--- src/rtl/chu_video_pkg.sv ---
// Shared types and helpers for the pixel-stream blocks.
// Latency: n/a (declarations only).
// Backpressure: n/a.
package chu_video_pkg;

  // Coordinate width driven to the daisy-chained video cores.
  localparam int COORD_W = 11;

  // Default colour depth and stream word layout: {rgb, sof}.
  localparam int CD_DEFAULT = 12;
  localparam int SOF_BIT    = 0;

  typedef logic [CD_DEFAULT:0] stream_word_t;

  // One stage of the issue-to-return delay line.
  typedef struct packed {
    logic vld;
    logic sof;
  } dly_stage_t;

  // Increment a coordinate, wrapping to zero after 'last'.
  function automatic logic [COORD_W-1:0] wrap_inc(
    input logic [COORD_W-1:0] v,
    input logic [COORD_W-1:0] last
  );
    return (v == last) ? '0 : v + COORD_W'(1);
  endfunction

endpackage

--- src/rtl/chu_stream_fifo.sv ---
// Synchronous first-word-fall-through FIFO for stream words.
// Latency: a pushed word is visible at rd_data_o the cycle after the push.
// Backpressure: pushes while full and pops while empty are ignored.
module chu_stream_fifo #(
  parameter int DEPTH = 4,
  parameter int DW    = 13
) (
  input  logic          clk,
  input  logic          reset,
  input  logic          push_i,
  input  logic [DW-1:0] wr_data_i,
  input  logic          pop_i,
  output logic          empty_o,
  output logic          full_o,
  output logic [DW-1:0] rd_data_o
);

  localparam int AW = $clog2(DEPTH);

  logic [AW:0]   wr_ptr_q, wr_ptr_d;
  logic [AW:0]   rd_ptr_q, rd_ptr_d;
  logic [DW-1:0] mem_q [DEPTH];
  logic          do_push, do_pop;

  // Extra pointer MSB distinguishes full from empty when the index bits match.
  assign empty_o   = (wr_ptr_q == rd_ptr_q);
  assign full_o    = (wr_ptr_q[AW] != rd_ptr_q[AW]) &&
                     (wr_ptr_q[AW-1:0] == rd_ptr_q[AW-1:0]);
  assign do_push   = push_i && !full_o;
  assign do_pop    = pop_i && !empty_o;
  assign rd_data_o = mem_q[rd_ptr_q[AW-1:0]];

  // Pointer advance for the accepted push/pop.
  always_comb begin
    wr_ptr_d = wr_ptr_q;
    rd_ptr_d = rd_ptr_q;
    if (do_push) wr_ptr_d = wr_ptr_q + (AW+1)'(1);
    if (do_pop)  rd_ptr_d = rd_ptr_q + (AW+1)'(1);
  end

  // Pointer registers.
  always_ff @(posedge clk or negedge reset) begin
    if (!reset) begin
      wr_ptr_q <= '0;
      rd_ptr_q <= '0;
    end else begin
      wr_ptr_q <= wr_ptr_d;
      rd_ptr_q <= rd_ptr_d;
    end
  end

  // Storage; cleared on reset so the head reads zero while empty.
  always_ff @(posedge clk or negedge reset) begin
    if (!reset) begin
      for (int i = 0; i < DEPTH; i++) mem_q[i] <= '0;
    end else if (do_push) begin
      mem_q[wr_ptr_q[AW-1:0]] <= wr_data_i;
    end
  end

endmodule

--- src/rtl/chu_vga_stream_src.sv ---
// Scans x/y into the video chain, re-aligns the returning RGB and streams {rgb, sof}.
// Latency: PIPE+1 cycles from issue of a coordinate to the pixel on so_data.
// Backpressure: credit counter stops issuing when DEPTH pixels are in flight or buffered.
module chu_vga_stream_src #(
  parameter int CD    = 12,
  parameter int HMAX  = 640,
  parameter int VMAX  = 480,
  parameter int PIPE  = 2,
  parameter int DEPTH = 4
) (
  input  logic          clk,
  input  logic          reset,
  input  logic          en,
  input  logic          sync_clr,
  output logic [10:0]   x,
  output logic [10:0]   y,
  input  logic [CD-1:0] si_rgb,
  output logic [CD:0]   so_data,
  output logic          so_valid,
  input  logic          so_ready,
  output logic          frame_end
);

  import chu_video_pkg::*;

  localparam int CW = $clog2(DEPTH) + 1;
  localparam logic [COORD_W-1:0] X_LAST = COORD_W'(HMAX - 1);
  localparam logic [COORD_W-1:0] Y_LAST = COORD_W'(VMAX - 1);

  logic [COORD_W-1:0] x_q, x_d;
  logic [COORD_W-1:0] y_q, y_d;
  logic [CW-1:0]      credit_q, credit_d;
  dly_stage_t         dly_q [PIPE];
  logic               issue, sof_tag, pop, push;
  logic               fifo_empty, fifo_full;
  logic [CD:0]        push_dat;

  // The chain cannot stall, so a coordinate is only issued when a FIFO slot is reserved.
  assign issue     = en && (credit_q != '0);
  assign sof_tag   = (x_q == '0) && (y_q == '0);
  assign frame_end = issue && (x_q == X_LAST) && (y_q == Y_LAST);
  assign pop       = so_valid && so_ready;
  assign x         = x_q;
  assign y         = y_q;

  // Next scan position; sync_clr wins, the pixel issued alongside it keeps its old coordinates.
  always_comb begin
    x_d = x_q;
    y_d = y_q;
    if (sync_clr) begin
      x_d = '0;
      y_d = '0;
    end else if (issue) begin
      x_d = wrap_inc(x_q, X_LAST);
      if (x_q == X_LAST) y_d = wrap_inc(y_q, Y_LAST);
    end
  end

  // Scan position registers.
  always_ff @(posedge clk or negedge reset) begin
    if (!reset) begin
      x_q <= '0;
      y_q <= '0;
    end else begin
      x_q <= x_d;
      y_q <= y_d;
    end
  end

  // Delay line tracking which cycles carry a pixel back from the chain, and its sof tag.
  always_ff @(posedge clk or negedge reset) begin
    if (!reset) begin
      for (int i = 0; i < PIPE; i++) dly_q[i] <= '0;
    end else begin
      dly_q[0] <= '{vld: issue, sof: sof_tag};
      for (int i = 1; i < PIPE; i++) dly_q[i] <= dly_q[i-1];
    end
  end

  // Pair the returning colour with the tag that left alongside its coordinates.
  always_comb begin
    push_dat          = {si_rgb, 1'b0};
    push_dat[SOF_BIT] = dly_q[PIPE-1].sof;
  end
  assign push = dly_q[PIPE-1].vld;

  // Credits: one consumed per issue, one returned per pop; simultaneous events cancel.
  always_comb begin
    credit_d = credit_q;
    case ({issue, pop})
      2'b10:   credit_d = credit_q - CW'(1);
      2'b01:   credit_d = credit_q + CW'(1);
      default: credit_d = credit_q;
    endcase
  end

  // Credit register, full allowance after reset.
  always_ff @(posedge clk or negedge reset) begin
    if (!reset) credit_q <= CW'(DEPTH);
    else        credit_q <= credit_d;
  end

  chu_stream_fifo #(
    .DEPTH (DEPTH),
    .DW    (CD + 1)
  ) u_fifo (
    .clk       (clk),
    .reset     (reset),
    .push_i    (push),
    .wr_data_i (push_dat),
    .pop_i     (pop),
    .empty_o   (fifo_empty),
    .full_o    (fifo_full),
    .rd_data_o (so_data)
  );

  assign so_valid = !fifo_empty;

  // Credits keep the FIFO from ever overflowing; full is only meaningful to other users.
  logic unused_full;
  assign unused_full = fifo_full;

endmodule

--- config.mk ---
export PLATFORM = sky130hd
export DESIGN_NAME = chu_vga_stream_src
export DESIGN_NICKNAME = d
export VERILOG_FILES = /design/src/rtl/chu_video_pkg.sv /design/src/rtl/chu_stream_fifo.sv /design/src/rtl/chu_vga_stream_src.sv
export SDC_FILE = /design/constraint.sdc
export NUM_CORES = 1
export LEC_CHECK = 0
export CAP_MARGIN = 20
export CORE_MARGIN = 8
export CORE_UTILIZATION = 50
export DETAILED_ROUTE_END_ITERATION = 6
export PLACE_DENSITY = 0.84
export SYNTH_ARGS = -nofsm -noshare
export SYNTH_HDL_FRONTEND = slang
export SYNTH_SLANG_ARGS = --single-unit
--- constraint.sdc ---
create_clock -name clk -period 2.1 [get_ports clk]
set_input_delay 0.315 -clock clk [delete_from_list [all_inputs] [get_ports clk]]
set_output_delay 0.315 -clock clk [all_outputs]
set_load 0.005 [all_outputs]
### After elaboration in Yosys (flattened, before gate mapping)

Cells that the tools add are included.

* logic and storage cells: 63
* input port bits: 17
* register bits after elaboration: 87
* output and inout port bits: 37

* equality and inequality tests: 7
* muxes and demuxes: 14
* reductions and logical operators: 18
* magnitude comparators: 3
* add/subtract/negate cells: 6
* bitwise gates (word level): 2

Operators by type and width (number)
* 11-bit two-way mux: 7
* 52-bit bitwise mux: 1
* 13-bit two-way mux: 3
* 13-bit binary-select mux with 2-bit select: 1
* 13-bit demux with 2-bit select: 1
* 11-bit by 1-bit adder with 11-bit output, second input constant: 2
* 11-bit logical NOT: 2
* 11-bit by 10-bit equality test with 1-bit output, second input constant: 1
* 11-bit by 9-bit equality test with 1-bit output, second input constant: 1
* 3-bit by 1-bit adder with 3-bit output, second input constant: 3
* 1-bit logical AND: 9
* 3-bit >= comparator, second input constant: 2
* 2-bit inverter with 3-bit output: 2
* 3-bit one-hot mux with 2 select lines: 1
* 2-bit nonzero test: 3
* 3-bit equality test: 1
* 3-bit by 1-bit < comparator with 1-bit output, second input constant: 1
* 3-bit nonzero test: 1
* 3-bit by 1-bit subtractor with 3-bit output, second input constant: 1
* 2-bit by 1-bit equality test with 1-bit output, second input constant: 1
* 2-bit equality test: 1
* 2-bit equality test, second input constant: 1
* 1-bit logical NOT: 2
* 2-bit AND reduction: 1
* 1-bit != test: 1

### Depth between registers and ports, before layout

* depth in word-level cells: 6
* mapped depth: 11
* gate-level depth less buffers: 10

### Hierarchy

A second synthesis with hierarchy kept.

* cells, all modules: 340
* area, all modules: 4570.6 um2

Modules (own cells, without submodules)
* chu_stream_fifo: cells each 171, sequential area each 1451.4 um2, times used 1, area each 2961.6 um2
* chu_vga_stream_src: cells each 169, sequential area each 726.9 um2, times used 1, area each 1609.0 um2

### Worst setup path after synthesis

No wires, ideal clock.

* kind: flip-flop to flip-flop
* start: register credit_q[0]
* end: register credit_q[2]
* required time: 2.025 ns
* period minus slack after synthesis: 2.208 ns
* library setup time: 0.075 ns
* path slack: -0.108 ns
* arrival: 2.134 ns
* buffers on the path: 0
* stages on the path, launching flop included: 8
* path through: dfrtp_1 > o31ai_1 > ha_1 > inv_1 > fa_1 > xor2_1 > nor2_1 > xor2_1

* longest elaborated chain between the ends: 4
* elaborated cells between the ends (all ways): 8
* those cells by class: add/sub (2); eq/ne (2); mux (1); reduce/logical (3)

RTL lines
* start, declared: RTL line chu_vga_stream_src.sv:32 `logic [CW-1:0] credit_q, credit_d;`
* start signal, assigned: RTL line chu_vga_stream_src.sv:99 `if (!reset) credit_q <= CW'(DEPTH);`
* start signal, assigned: RTL line chu_vga_stream_src.sv:100 `else credit_q <= credit_d;`
* parallel branches: the longest is 4 deep, another holds 3-bit by 1-bit adder with 3-bit output

Parallel ways; which one is timed is not known.
A chain may end at the register's enable or synchronous reset.

### Worst setup path after layout

* start: register x_q[8], in the netlist x[8]
* end: register y_q[6], in the netlist y[6]

* longest elaborated chain between the ends: 3

RTL lines
* start, declared: RTL line chu_vga_stream_src.sv:30 `logic [COORD_W-1:0] x_q, x_d;`
* start signal, assigned: RTL line chu_vga_stream_src.sv:62 `x_q <= '0;`
* start signal, assigned: RTL line chu_vga_stream_src.sv:65 `x_q <= x_d;`
* 11-bit by 10-bit equality test with 1-bit output: RTL line chu_vga_stream_src.sv:55 `if (x_q == X_LAST) y_d = wrap_inc(y_q, Y_LAST);`
* 2-bit nonzero test (no source line)
* 2-bit AND reduction (no source line)
* end signal, assigned: RTL line chu_vga_stream_src.sv:66 `y_q <= y_d;`
* end, declared: RTL line chu_vga_stream_src.sv:31 `logic [COORD_W-1:0] y_q, y_d;`

Every way passes these cells.

==> impl_results.md <==
- Initial Util: 51.2%
- Initial antenna violation count: 0
- Mapped Cells: 328
- Clk buf depth: 2
- Post-Syn Area per Cell: 12.7 um^2
- First-pass GRT wire length: 16700 um
- Final GP Congestion: 0.894
- Unique masters post-synth: 41
- Routed Antenna Nets: 0
- # DRC: 0
- Fmax: 477 MHz
- Fin cells: 536
- Worst setup EP type: flop
- CP max-delay cell: or4b_4
- RR Startpoint: x[8]
- FP Rows: 33
- NumNets Final: 454
- Share of cells above drive strength 1: 36.9%
- Leak: 2.36 nW
- WL/cell: 18.9 um
- Crit Path Class: reg2reg
- Design area: 5460 um^2
- Via count: 3125
- Die Y: 107 um
- Final min period: 2100 ps
- Data required time of the worst path: 2390 ps
- Synthesized area: 4160 um^2
- Total Power Consumption: 3.23 mW
- Leading cell types in the layout, fill and taps excluded: dfrtp_1 (83), mux2_2 (55), buf_4 (43)
- Largest net degree at the start of global routing: 88
- Ant diodes: 0
- Final hold vios: 0
- Status: finished, final reports clean
- CP Launch Type: flop
- Buffers on Ports: 53
- Predominant post-synthesis flop cell: dfrtp_1
- Critical Path AT: 2390 ps
- Post-synthesis net count: 356
- Worst Hold Launch: dly_q[3]
- CTS tree: yes
- Critical Path Max Stage Delay: 530 ps
- Post-synth EDFFs: 0
- Worst-Skew Late Latency: 360 ps
- Placed inst area: 5080 um^2
- Worst-margin pin slew: 469 ps
- Clk sinks: 87
- Clock root buffer: clkbuf_8
- Register area share after synthesis: 52.3%
- Total grt overflow: 0
- Vias in the first global route: 3364
- Fin Clk Skew: 9.77 ps
- Maxcap violations: 0
- Final setup vio count: 0
- Worst path bufs/invs: 0
- Top cell family by delay on the critical path: simple AND/OR/NAND/NOR gates
- Drt total wl: 10200 um
- Worst R2R Path Depth: 4
- DIE AREA: 11500 um^2
- YS warnings: 0
- Flop-to-flop setup slack: 1 ps
- P per Cell Area: 591 nW/um^2
- Worst VDD drop: 0.000466 V
- Hold EP: push
- DRT iter0 DRCs: 143
- TritonCTS Buffers: 9
- CTS H-tree depth: 3
- Drt via density: 5.83
- DP HPWL: 6650 um
- Chip width: 107 um
- Detailed Routing Iterations Pass 1: 4
- Max Transition Viols Final: 0
- Core area: 8130 um^2
- Asr flop ratio synth: 100%
- Top Ports: 54
- Worst slew margin: 68.7%
- Most common cell after layout, fill and taps aside: dfrtp_1
- Final period utilization: 99.9%
- Syn-to-layout area delta: 31.1%
- Crit-path cells: or4b_4 > or4_4 > or4_1 > nand3_1
- All-Layer GR Usage: 18.4%
- Unrepaired setup endpoints after global routing: yes
- Critical-path maximum fanout: 6
- R2r endpoint: y[6]
- Post-synthesis register bit count: 87
- WHS Path Cells: 0
- Min-Delay Path Class: reg2reg
- Dpl cells: 508
- Clock-pin slew on the worst setup and hold paths: 90 ps
[worst max path at each step]
stage	start	endpoint	slack [ps]	cells past startpoint
2_1_floorplan	u_fifo.rd_ptr_q[1]	credit_q[1]	20	9
6_report	x[8]	y[6]	1	4
5_1_grt	u_fifo.rd_ptr_q[0]	credit_q[2]	-70	11
3_3_place_gp	en	frame_end	-60	5
4_1_cts	u_fifo.rd_ptr_q[0]	credit_q[2]	-20	11
3_5_place_dp	en	y[6]	-110	5
[cells by family (layout without fill, tap and decap cells)]
group | Yosys count | after routing | share of synthesized area [%]
adder cells (fa/ha/maj) | 11 | 11 | 3.49
multiplexers | 68 | 68 | 21.9
flip-flops | 87 | 87 | 52.3
buffers and inverters | 26 | 129 | 2.44
AND/OR/NAND/NOR | 94 | 94 | 12.3
XOR/XNOR | 18 | 18 | 3.79
AO/OA/AOI/OAI | 24 | 24 | 3.76
[final cells by class]
type | instances | area [um^2]
multi-input combinational | 215 | 1950
tap | 105 | 131
timing repair buffer | 102 | 922
fill | 588 | 2680
inverter | 11 | 41.3
sequential | 87 | 2180
clock inverter | 7 | 103
clock buffer | 9 | 124
[timing repair]
action,4_1_cts,5_1_grt
resized for setup,37,23
pin swaps,2,5
setup endpoints to repair,16,14
hold buffers,1,0
setup buffers,7,5
endpoints found under the hold margin,12,0
[power breakdown]
group,switching (mW),internal (mW)
logic,0.0777,0.0938
registers,0.0243,1.72
clock network,0.628,0.682
total,0.730,2.50
[sequential cells by signal, summed over array words and instances (netlist names)]
signal / count
u_fifo.rd_ptr_q: 3
push: 1
credit_q: 3
x: 11
u_fifo.wr_ptr_q: 3
u_fifo.mem_q: 52
y: 11
dly_q: 3
[synthesized netlist by cell type, types with 2 or more instances]
cell type | count | share of area (%)
dfrtp_1 | 86 | 52
mux2_2 | 55 | 15
nand2_1 | 20 | 1.8
nand3_1 | 20 | 2.4
mux4_2 | 13 | 7.0
inv_1 | 11 | 0.99
xnor2_1 | 11 | 2.3
clkbuf_1 | 10 | 0.90
ha_1 | 10 | 3.0
nor3_1 | 10 | 1.2
a21oi_1 | 9 | 1.1
nand4_1 | 9 | 1.4
nor2_1 | 9 | 0.81
xor2_1 | 7 | 1.5
nor4_1 | 5 | 0.75
or4_1 | 5 | 0.90
buf_1 | 4 | 0.36
o31ai_1 | 4 | 0.72
and4_1 | 3 | 0.63
o21ai_0 | 3 | 0.36
and3_1 | 2 | 0.30
nor2b_1 | 2 | 0.30
or3_1 | 2 | 0.30
[per-layer routing]
layer	part of all wire [%]	wire length, um	vias to the layer above	GRT usage (%)
met5	0	0	-	0
met4	1.3	131	0	5.83
met3	6.3	636	18	6.06
met2	51	5140	105	31.0
met1	42	4250	1597	21.8
li1	-	-	1405	-
[worst reg2reg max path: stages (launching register included)]
cell and delay [ps]:
dfrtp_2 440, or4b_4 530, or4_4 480, or4_1 480, nand3_1 100
[metrics by stage]
step | worst slack (ps) | TNS [ps] | utilization [%] | hold slack (ps)
final | 1.39 | 0 | 67.1 | 357
after detailed placement | -105 | -414 | 62.5 | 350
after floorplan | 24.6 | 0 | - | 19.4
after global routing | -71.4 | -418 | 67.1 | 362
after global placement | -61.7 | -186 | 62.5 | 335
after CTS | -20.0 | -20.0 | 66.4 | 363
Note: power is estimated with default switching activity, not from simulation.
